$ cat src/rtl/config_pkg.sv
// config_pkg: shared widths, idle/terminator address and loader state for the config bus.
package config_pkg;
  localparam int CFG_ADDR_W = 32;
  localparam int CFG_DATA_W = 32;
  localparam int CFG_RECORD_BYTES = 8;
  localparam logic [CFG_ADDR_W-1:0] CFG_IDLE_ADDR = 32'hFFFF_FFFF;
  typedef enum logic [1:0] {COLLECT, DRIVE, DONE} loader_state_e;
endpackage

$ cat src/rtl/config_stream_loader_if.sv
// config_stream_loader_if: host byte stream plus the broadcast config bus and status.
interface config_stream_loader_if;
  import config_pkg::*;
  logic [7:0]            in_data;
  logic                  in_valid;
  logic                  in_ready;
  logic [CFG_ADDR_W-1:0] config_addr;
  logic [CFG_DATA_W-1:0] config_data;
  logic                  done;
  logic [15:0]           records_loaded;
  modport master (output in_data, in_valid, input in_ready, config_addr, config_data, done, records_loaded);
  modport slave (input in_data, in_valid, output in_ready, config_addr, config_data, done, records_loaded);
endinterface

$ cat src/rtl/config_record_assembler.sv
// config_record_assembler: shifts bytes MSB-first into an 8-byte record and strobes on the last byte.
module config_record_assembler
  import config_pkg::*;
(
  input  logic                  clk,
  input  logic                  reset,
  input  logic                  clear_i,
  input  logic                  byte_valid_i,
  input  logic [7:0]            byte_i,
  output logic                  record_valid_o,
  output logic [CFG_ADDR_W-1:0] addr_o,
  output logic [CFG_DATA_W-1:0] data_o
);
  localparam int REC_W = CFG_RECORD_BYTES * 8;
  logic [REC_W-1:0] shift_q, shift_d;
  logic [2:0]       idx_q;
  // The strobe sees the incoming byte so the top can latch the record on the same edge.
  assign shift_d = {shift_q[REC_W-9:0], byte_i};
  assign record_valid_o = byte_valid_i && idx_q == 3'(CFG_RECORD_BYTES - 1);
  assign addr_o = shift_d[REC_W-1 -: CFG_ADDR_W];
  assign data_o = shift_d[CFG_DATA_W-1:0];
  always_ff @(posedge clk or negedge reset) begin
    if (!reset) begin
      shift_q <= '0;
      idx_q   <= '0;
    end else if (clear_i) begin
      shift_q <= '0;
      idx_q   <= '0;
    end else if (byte_valid_i) begin
      shift_q <= shift_d;
      idx_q   <= idx_q + 3'd1;
    end
  end
endmodule

$ cat src/rtl/config_stream_loader.sv
// config_stream_loader: assembles address/data records from a byte stream and holds each on the config bus.
module config_stream_loader
  import config_pkg::*;
#(
  parameter int                    HOLD_CYCLES = 2,
  parameter logic [CFG_ADDR_W-1:0] IDLE_ADDR   = CFG_IDLE_ADDR
) (
  input  logic clk,
  input  logic reset,
  input  logic restart,
  config_stream_loader_if.slave bus
);
  loader_state_e         state_q;
  logic [7:0]            hold_q;
  logic [CFG_ADDR_W-1:0] addr_q, rec_addr;
  logic [CFG_DATA_W-1:0] data_q, rec_data;
  logic [15:0]           count_q;
  logic                  done_q, rec_valid, accept;
  assign bus.in_ready = state_q == COLLECT && !restart;
  assign accept = bus.in_valid && bus.in_ready;
  assign bus.config_addr = addr_q;
  assign bus.config_data = data_q;
  assign bus.done = done_q;
  assign bus.records_loaded = count_q;
  config_record_assembler u_asm (
    .clk           (clk),
    .reset         (reset),
    .clear_i       (restart),
    .byte_valid_i  (accept),
    .byte_i        (bus.in_data),
    .record_valid_o(rec_valid),
    .addr_o        (rec_addr),
    .data_o        (rec_data)
  );
  always_ff @(posedge clk or negedge reset) begin
    if (!reset) begin
      state_q <= COLLECT;
      hold_q  <= '0;
      addr_q  <= IDLE_ADDR;
      data_q  <= '0;
      count_q <= '0;
      done_q  <= 1'b0;
    end else if (restart) begin
      state_q <= COLLECT;
      hold_q  <= '0;
      addr_q  <= IDLE_ADDR;
      data_q  <= '0;
      count_q <= '0;
      done_q  <= 1'b0;
    end else begin
      case (state_q)
        COLLECT: if (rec_valid) begin
          if (rec_addr == IDLE_ADDR) begin
            state_q <= DONE;
            done_q  <= 1'b1;
          end else begin
            state_q <= DRIVE;
            addr_q  <= rec_addr;
            data_q  <= rec_data;
            hold_q  <= '0;
            count_q <= count_q == 16'hFFFF ? count_q : count_q + 16'd1;
          end
        end
        DRIVE: begin
          hold_q <= hold_q + 8'd1;
          if (hold_q == 8'(HOLD_CYCLES - 1)) begin
            state_q <= COLLECT;
            addr_q  <= IDLE_ADDR;
            data_q  <= '0;
          end
        end
        default: ;
      endcase
    end
  end
endmodule

$ cat src/flat_wrapper.sv
// flat-port wrapper written by rule: the top's interface ports become plain ports
module config_stream_loader_flat import config_pkg::*;
#(
  parameter int                    HOLD_CYCLES = 2,
  parameter logic [CFG_ADDR_W-1:0] IDLE_ADDR   = CFG_IDLE_ADDR
)
  (clk, reset, restart, bus_in_data, bus_in_valid, bus_in_ready, bus_config_addr, bus_config_data, bus_done, bus_records_loaded);
  config_stream_loader_if bus_i ();
  input  logic clk;
  input  logic reset;
  input  logic restart;
  input wire logic [$bits(bus_i.in_data)-1:0] bus_in_data;
  input wire logic [$bits(bus_i.in_valid)-1:0] bus_in_valid;
  output wire logic [$bits(bus_i.in_ready)-1:0] bus_in_ready;
  output wire logic [$bits(bus_i.config_addr)-1:0] bus_config_addr;
  output wire logic [$bits(bus_i.config_data)-1:0] bus_config_data;
  output wire logic [$bits(bus_i.done)-1:0] bus_done;
  output wire logic [$bits(bus_i.records_loaded)-1:0] bus_records_loaded;
  assign bus_i.in_data = bus_in_data;
  assign bus_i.in_valid = bus_in_valid;
  assign bus_in_ready = bus_i.in_ready;
  assign bus_config_addr = bus_i.config_addr;
  assign bus_config_data = bus_i.config_data;
  assign bus_done = bus_i.done;
  assign bus_records_loaded = bus_i.records_loaded;
  config_stream_loader #(.HOLD_CYCLES(HOLD_CYCLES), .IDLE_ADDR(IDLE_ADDR)) u_core (.clk(clk), .reset(reset), .restart(restart), .bus(bus_i));
endmodule
$ cat config.mk
export PLATFORM = sky130hd
export DESIGN_NAME = config_stream_loader_flat
export DESIGN_NICKNAME = d
export VERILOG_FILES = /design/src/rtl/config_pkg.sv /design/src/rtl/config_stream_loader_if.sv /design/src/rtl/config_record_assembler.sv /design/src/rtl/config_stream_loader.sv /design/src/flat_wrapper.sv
export SDC_FILE = /design/constraint.sdc
export NUM_CORES = 1
export LEC_CHECK = 0
export BUFFER_PORTS_ARGS = -buffer_cell sky130_fd_sc_hd__buf_2
export CORE_MARGIN = 2
export CORE_UTILIZATION = 25
export CTS_BUF_LIST = sky130_fd_sc_hd__clkbuf_16
export DETAILED_ROUTE_END_ITERATION = 6
export PLACE_DENSITY_LB_ADDON = 0.15
export RECOVER_POWER = 25
export SKIP_LAST_GASP = 1
export SLEW_MARGIN = 40
export SYNTH_ARGS = -nofsm -noshare
export SYNTH_HDL_FRONTEND = slang
export SYNTH_SLANG_ARGS = --single-unit
$ cat constraint.sdc
create_clock -name clk -period 5 [get_ports clk]
set_input_delay 0.5 -clock clk [delete_from_list [all_inputs] [get_ports clk]]
set_output_delay 0.5 -clock clk [all_outputs]
set_load 0.005 [all_outputs]
After elaboration in Yosys (flattened, before gate mapping)
Index checks and enable logic that the tools add are counted.
Widths: inputs -> output; s select.
{"block": "word_totals", "ff_bits": 150, "n_memories": 0, "ramBits": 0, "romBits": 0, "elab_cells": 68, "input_bits": 12, "latch_bits": 0}
{"block": "classes", "bitwise_logic": 0, "add_sub_neg": 3, "n_reduce_logical": 15, "n_shift": 0, "n_mux": 32, "magnitude_cmp": 0, "n_mul": 0, "div_mod_pow": 0, "n_eq_ne": 10}
{"op": "$mux 32", "n": 8}
{"op": "$pmux 32 s2", "n": 2}
{"op": "$mux 56", "n": 2}
{"op": "$mux 16", "n": 5}
{"op": "$eq 32x32->1 const B", "n": 1}
{"op": "$mux 8", "n": 3}
{"op": "$add 16x1->16 const B", "n": 1}
{"op": "$eq 16x16->1 const B", "n": 1}
{"op": "$pmux 8 s2", "n": 1}
{"op": "$reduce_and 3->1", "n": 3}
{"op": "$add 8x1->8 const B", "n": 1}
{"op": "$eq 8x1->1 const B", "n": 1}
{"op": "$mux 2", "n": 4}
{"op": "$reduce_and 4->1", "n": 2}
{"op": "$reduce_bool 2->1", "n": 4}
{"op": "$mux 3", "n": 2}
{"op": "$ne 3x2->1 const B", "n": 2}
{"op": "$mux 1", "n": 4}
{"op": "$ne 2x2->1 const B", "n": 2}
{"op": "$pmux 2 s2", "n": 1}
{"op": "$add 3x1->3 const B", "n": 1}
{"op": "$eq 3x3->1 const B", "n": 1}
{"op": "$logic_and 1x1->1", "n": 3}
{"op": "$ne 3x3->1 const B", "n": 1}
{"op": "other kinds (4)", "n": 4}

Logic depth before layout (Yosys ltp)
{"block": "depth", "depth_word": 7, "depth_mapped": 9}

Hierarchy
Synthesis repeated with hierarchy kept, for this count alone.
{"block": "hier_totals", "hier_cells": 687, "area_unflattened_um2": 6937.9}
{"mod": "config_stream_loader", "n_inst": 1, "cells_each": 485, "area_per_inst_um2": 4416.7}
{"mod": "config_record_assembler", "n_inst": 1, "cells_each": 202, "area_per_inst_um2": 2521.2}

Worst setup path after synthesis
Ideal clock, no wire load.
{"block": "synth_timing", "kind": "input-to-reg", "start": "in restart", "end": "reg u_core.count_q[8] (netlist: u_core.bus.records_loaded[8])", "stages": 7, "arrival_ns": 2.003, "required_ns": 4.875, "setup_slack_ns": 2.872, "setup_ns": 0.125, "cell_sequence": "buf_2 or3_4 nor2_1 o21ai_2 buf_6 nor4_1 mux2_2"}
{"block": "synth_between", "elab_chain_len": 6}
{"element": "start, declared", "line": "flat_wrapper.sv:11", "text": "input logic restart;"}
{"element": "$logic_not 1->1", "line": "config_stream_loader.sv:19", "text": "assign bus.in_ready = state_q == COLLECT && !restart;"}
{"element": "$logic_and 1x1->1", "line": "config_stream_loader.sv:19"}
{"element": "$logic_and 1x1->1", "line": "config_stream_loader.sv:20", "text": "assign accept = bus.in_valid && bus.in_ready;"}
{"element": "$logic_and 1x1->1", "line": "config_record_assembler.sv:19", "text": "assign record_valid_o = byte_valid_i && idx_q == 3'(CFG_RECORD_BYTES - 1);"}
{"element": "$reduce_bool 2->1 (no source line)"}
{"element": "$reduce_and 4->1 (no source line)"}
{"element": "end signal, assigned", "line": "config_stream_loader.sv:61", "text": "count_q <= count_q == 16'hFFFF ? count_q : count_q + 16'd1;"}
{"element": "end, declared", "line": "config_stream_loader.sv:17", "text": "logic [15:0] count_q;"}
Several ways; a longest one is shown, not always the timed one.
A chain may end at the register's enable or synchronous reset.

==> results.yml <==
floorplan:
  core_area_mm2: 0.0270
  start_util_pct: 25.5
  fp.dieW_um: 170
  rows: 60
  die_h_um: 170
  io_pins: 94
  die-area_mm2: 0.0289
timing:
  min_period_over_period_pct: 62.1
  clock_skew_ps: 11.6
  setup_viol: 0
  finalCriticalPeriod_ps: 3100
  hold_viol_final: 0
  rsz0062_at_grt: "false"
  setup_tns_ps: 0
  finalMaxSlewViolations: 55
  relSlewSlack_pct: -107
  tightest_slew_ps: 3100
  fmax_mhz: 322
layout:
  syn_to_final_growth_pct: 20.9
  final_util_pct: 30.8
  diodes: 0
  nNetsFinal: 770
  fillers: 2853
  layout_common_cells: "160 x nand2_1, 118 x dfrtp_1, 92 x buf_2"
  final_common_cell: "nand2_1"
  final_cell_area_mm2: 0.00833
  final_layout_size_suffix_gt1_share_pct: 26.6
global_route:
  overflow: 0
  first_global_vias: 5039
  track_usage_pct: 12.5
  antenna_found_initial: 0
  grt_pass1_wl_mm: 28.2
  grt_max_degree: 65
pwr:
  power_density_mw_per_mm2: 355
  peakVddDrop_uv: 212
  switchingPower_w: 0.000719
  p_seq_share_pct: 45.1
  leakagePower_nw: 3.82
  clkPwrFrac_pct: 46.7
  power_frac_comb_pct: 8.3
  swShare_pct: 24.3
  p_int_w: 0.00224
cts:
  cts.repair.resized: 0
  cts-buffers-inserted: 17
  cts-root-buf: "clkbuf_16"
  path_clk_slew_ps: 70
  cts-hold-fix-buffers: 0
  cts_max_path_buffers: 2
  clock_latency_ps: 420
  cts_setup_buffers: 0
  htree_levels: 4
  clkSinkCount: 150
  cts_tree: "done"
placed_design:
  post-dp-hpwl_mm: 11.3
  gp_congestion: 0.691
  io_buffers: 93
  dpl-instance-area_mm2: 0.00771
min_path:
  hold-path-cell-count: 3
  hold_path_class: "in2reg"
route:
  vias: 4915
  routedWlPerCell_um: 15.7
  first_iter_violations: 308
  drtAntennaViolNets: 0
  drt-pass1-iter-count: 4
  drc: 0
  via_per_inst: 4.44
  wl_mm: 17.3
synthesis:
  seq_area_frac_synth_pct: 55.1
  synth_cell_types: 45
  syn_inst: 672
  synth_warnings: 0
  syn_avg_cell_area_um2: 10.2
  yosys_register_bits: 150
  syn-cell-area_mm2: 0.00689
  synthesis.nets: 689
setup_path:
  critPathKind: "in2async"
  cp.depth: 2
  critPathBufInv: 2
  crit_family: "buffers and inverters"
  cp_max_fo: 57
  end_kind: "asynchronous set/reset pin"
  path_cells: "clkbuf_1 > buf_4"
  cp_slowest_cell: "clkbuf_1"
  worstRegToRegCells: 6
  max_stage_delay_ps: 2140
  crit_required_ps: 5470
  cp.arrival_ps: 3570
  worst_setup_path_start_kind: "primary input"
status:
  status: "finished with violations"
  violations: "capacitance limit, slew limit"
job:
  cap_violations: 1
## state kept, by name, indices dropped and copies added, names as in the netlist
signal,count
u_core.u_asm.shift_q,56
u_core.u_asm.idx_q,3
u_core.bus.records_loaded,16
u_core.bus.config_addr,32
u_core.state_q,2
u_core.bus.done,1
u_core.hold_q,8
u_core.bus.config_data,32
## area by class of cell
cell class	instances	area (um2)	area share [%]
Inverter	38	143	1.71
Multi-Input combinational cell	446	2770	33.3
Tap cell	341	427	5.12
Clock buffer	17	425	5.11
Clock inverter	15	203	2.43
Timing Repair Buffer	100	562	6.75
Sequential cell	150	3790	45.6
## cells by family (layout without fill, tap and decap cells)
kind of cell	count (synthesis)	after routing	share of synthesized area [%]
simple gates	267	267	18.2
flops	150	150	55.1
compound gates	106	106	8.68
buf+inv	76	170	5.11
mux	68	68	12.0
fa+ha+maj	5	5	0.908
## power by group through the flow
stage                     Sequential (W)  Combinational, W  Clock, W
after floorplan                  0.00135          0.000140         0
after global placement           0.00136          0.000248         0
after detailed placement         0.00135          0.000254         0
after CTS                        0.00133          0.000255   0.00142
after global routing             0.00134          0.000278   0.00148
final                            0.00133          0.000244   0.00138
## cells in the mapped netlist (all sizes together)
cell type	number	area [um2]
nand4	10	62.6
a31oi	3	18.8
dfstp	32	841
nor2b	2	12.5
nand2	160	601
o22ai	2	12.5
a22o	1	8.76
mux2	35	499
o31a	1	8.76
nor2	14	52.6
nor4	8	56.3
mux2i	33	330
dfrtp	118	2950
a21o	1	7.51
or4	9	67.6
and3	8	50.1
buf	16	126
a21oi	20	100
a221o	2	20.0
nand4b	1	8.76
and4	1	8.76
or3	1	11.3
ha	5	62.6
clkbuf	22	82.6
nor3	3	15.0
a211o	2	17.5
nand2b	35	219
nand3	11	55.1
and2	1	6.26
nor3b	2	15.0
o21bai	1	7.51
o41ai	2	17.5
o21a	3	22.5
or4b	1	10.0
o21ai	63	319
inv	38	143
o31ai	5	37.5
## final timing paths
kind	start	endpoint	slack [ps]
max in group clk	u_core.u_asm.shift_q[39]	u_core.bus.config_addr[2]	1980
max reg2reg	u_core.u_asm.shift_q[39]	u_core.bus.config_addr[2]	1980
min in group asynchronous	reset	u_core.bus.config_data[25]	1090
min	bus_in_data[7]	u_core.u_asm.shift_q[7]	300
min reg2reg	u_core.u_asm.idx_q[0]	u_core.u_asm.idx_q[0]	500
max	reset	u_core.u_asm.shift_q[43]	1900
## per-layer routing
layer | track usage (%) | routed length, um | share of wire (%)
met3 | 3.02 | 523 | 3.0
met1 | 17.7 | 8840 | 51
met2 | 19.1 | 7860 | 45
met4 | 3.46 | 106 | 0.61
met5 | 0 | 0 | 0
## per-stage QoR
stage	setup WS, ps	hold WS (ps)	total power (W)	cells
floorplan	2870	204	0.00149	672
global placement	1890	480	0.00160	1073
detailed placement	1830	489	0.00161	1075
CTS	1890	45.0	0.00301	1107
global route	1170	310	0.00310	1107
finish	1900	302	0.00296	1107
Note: power is estimated with default switching activity, not from simulation.
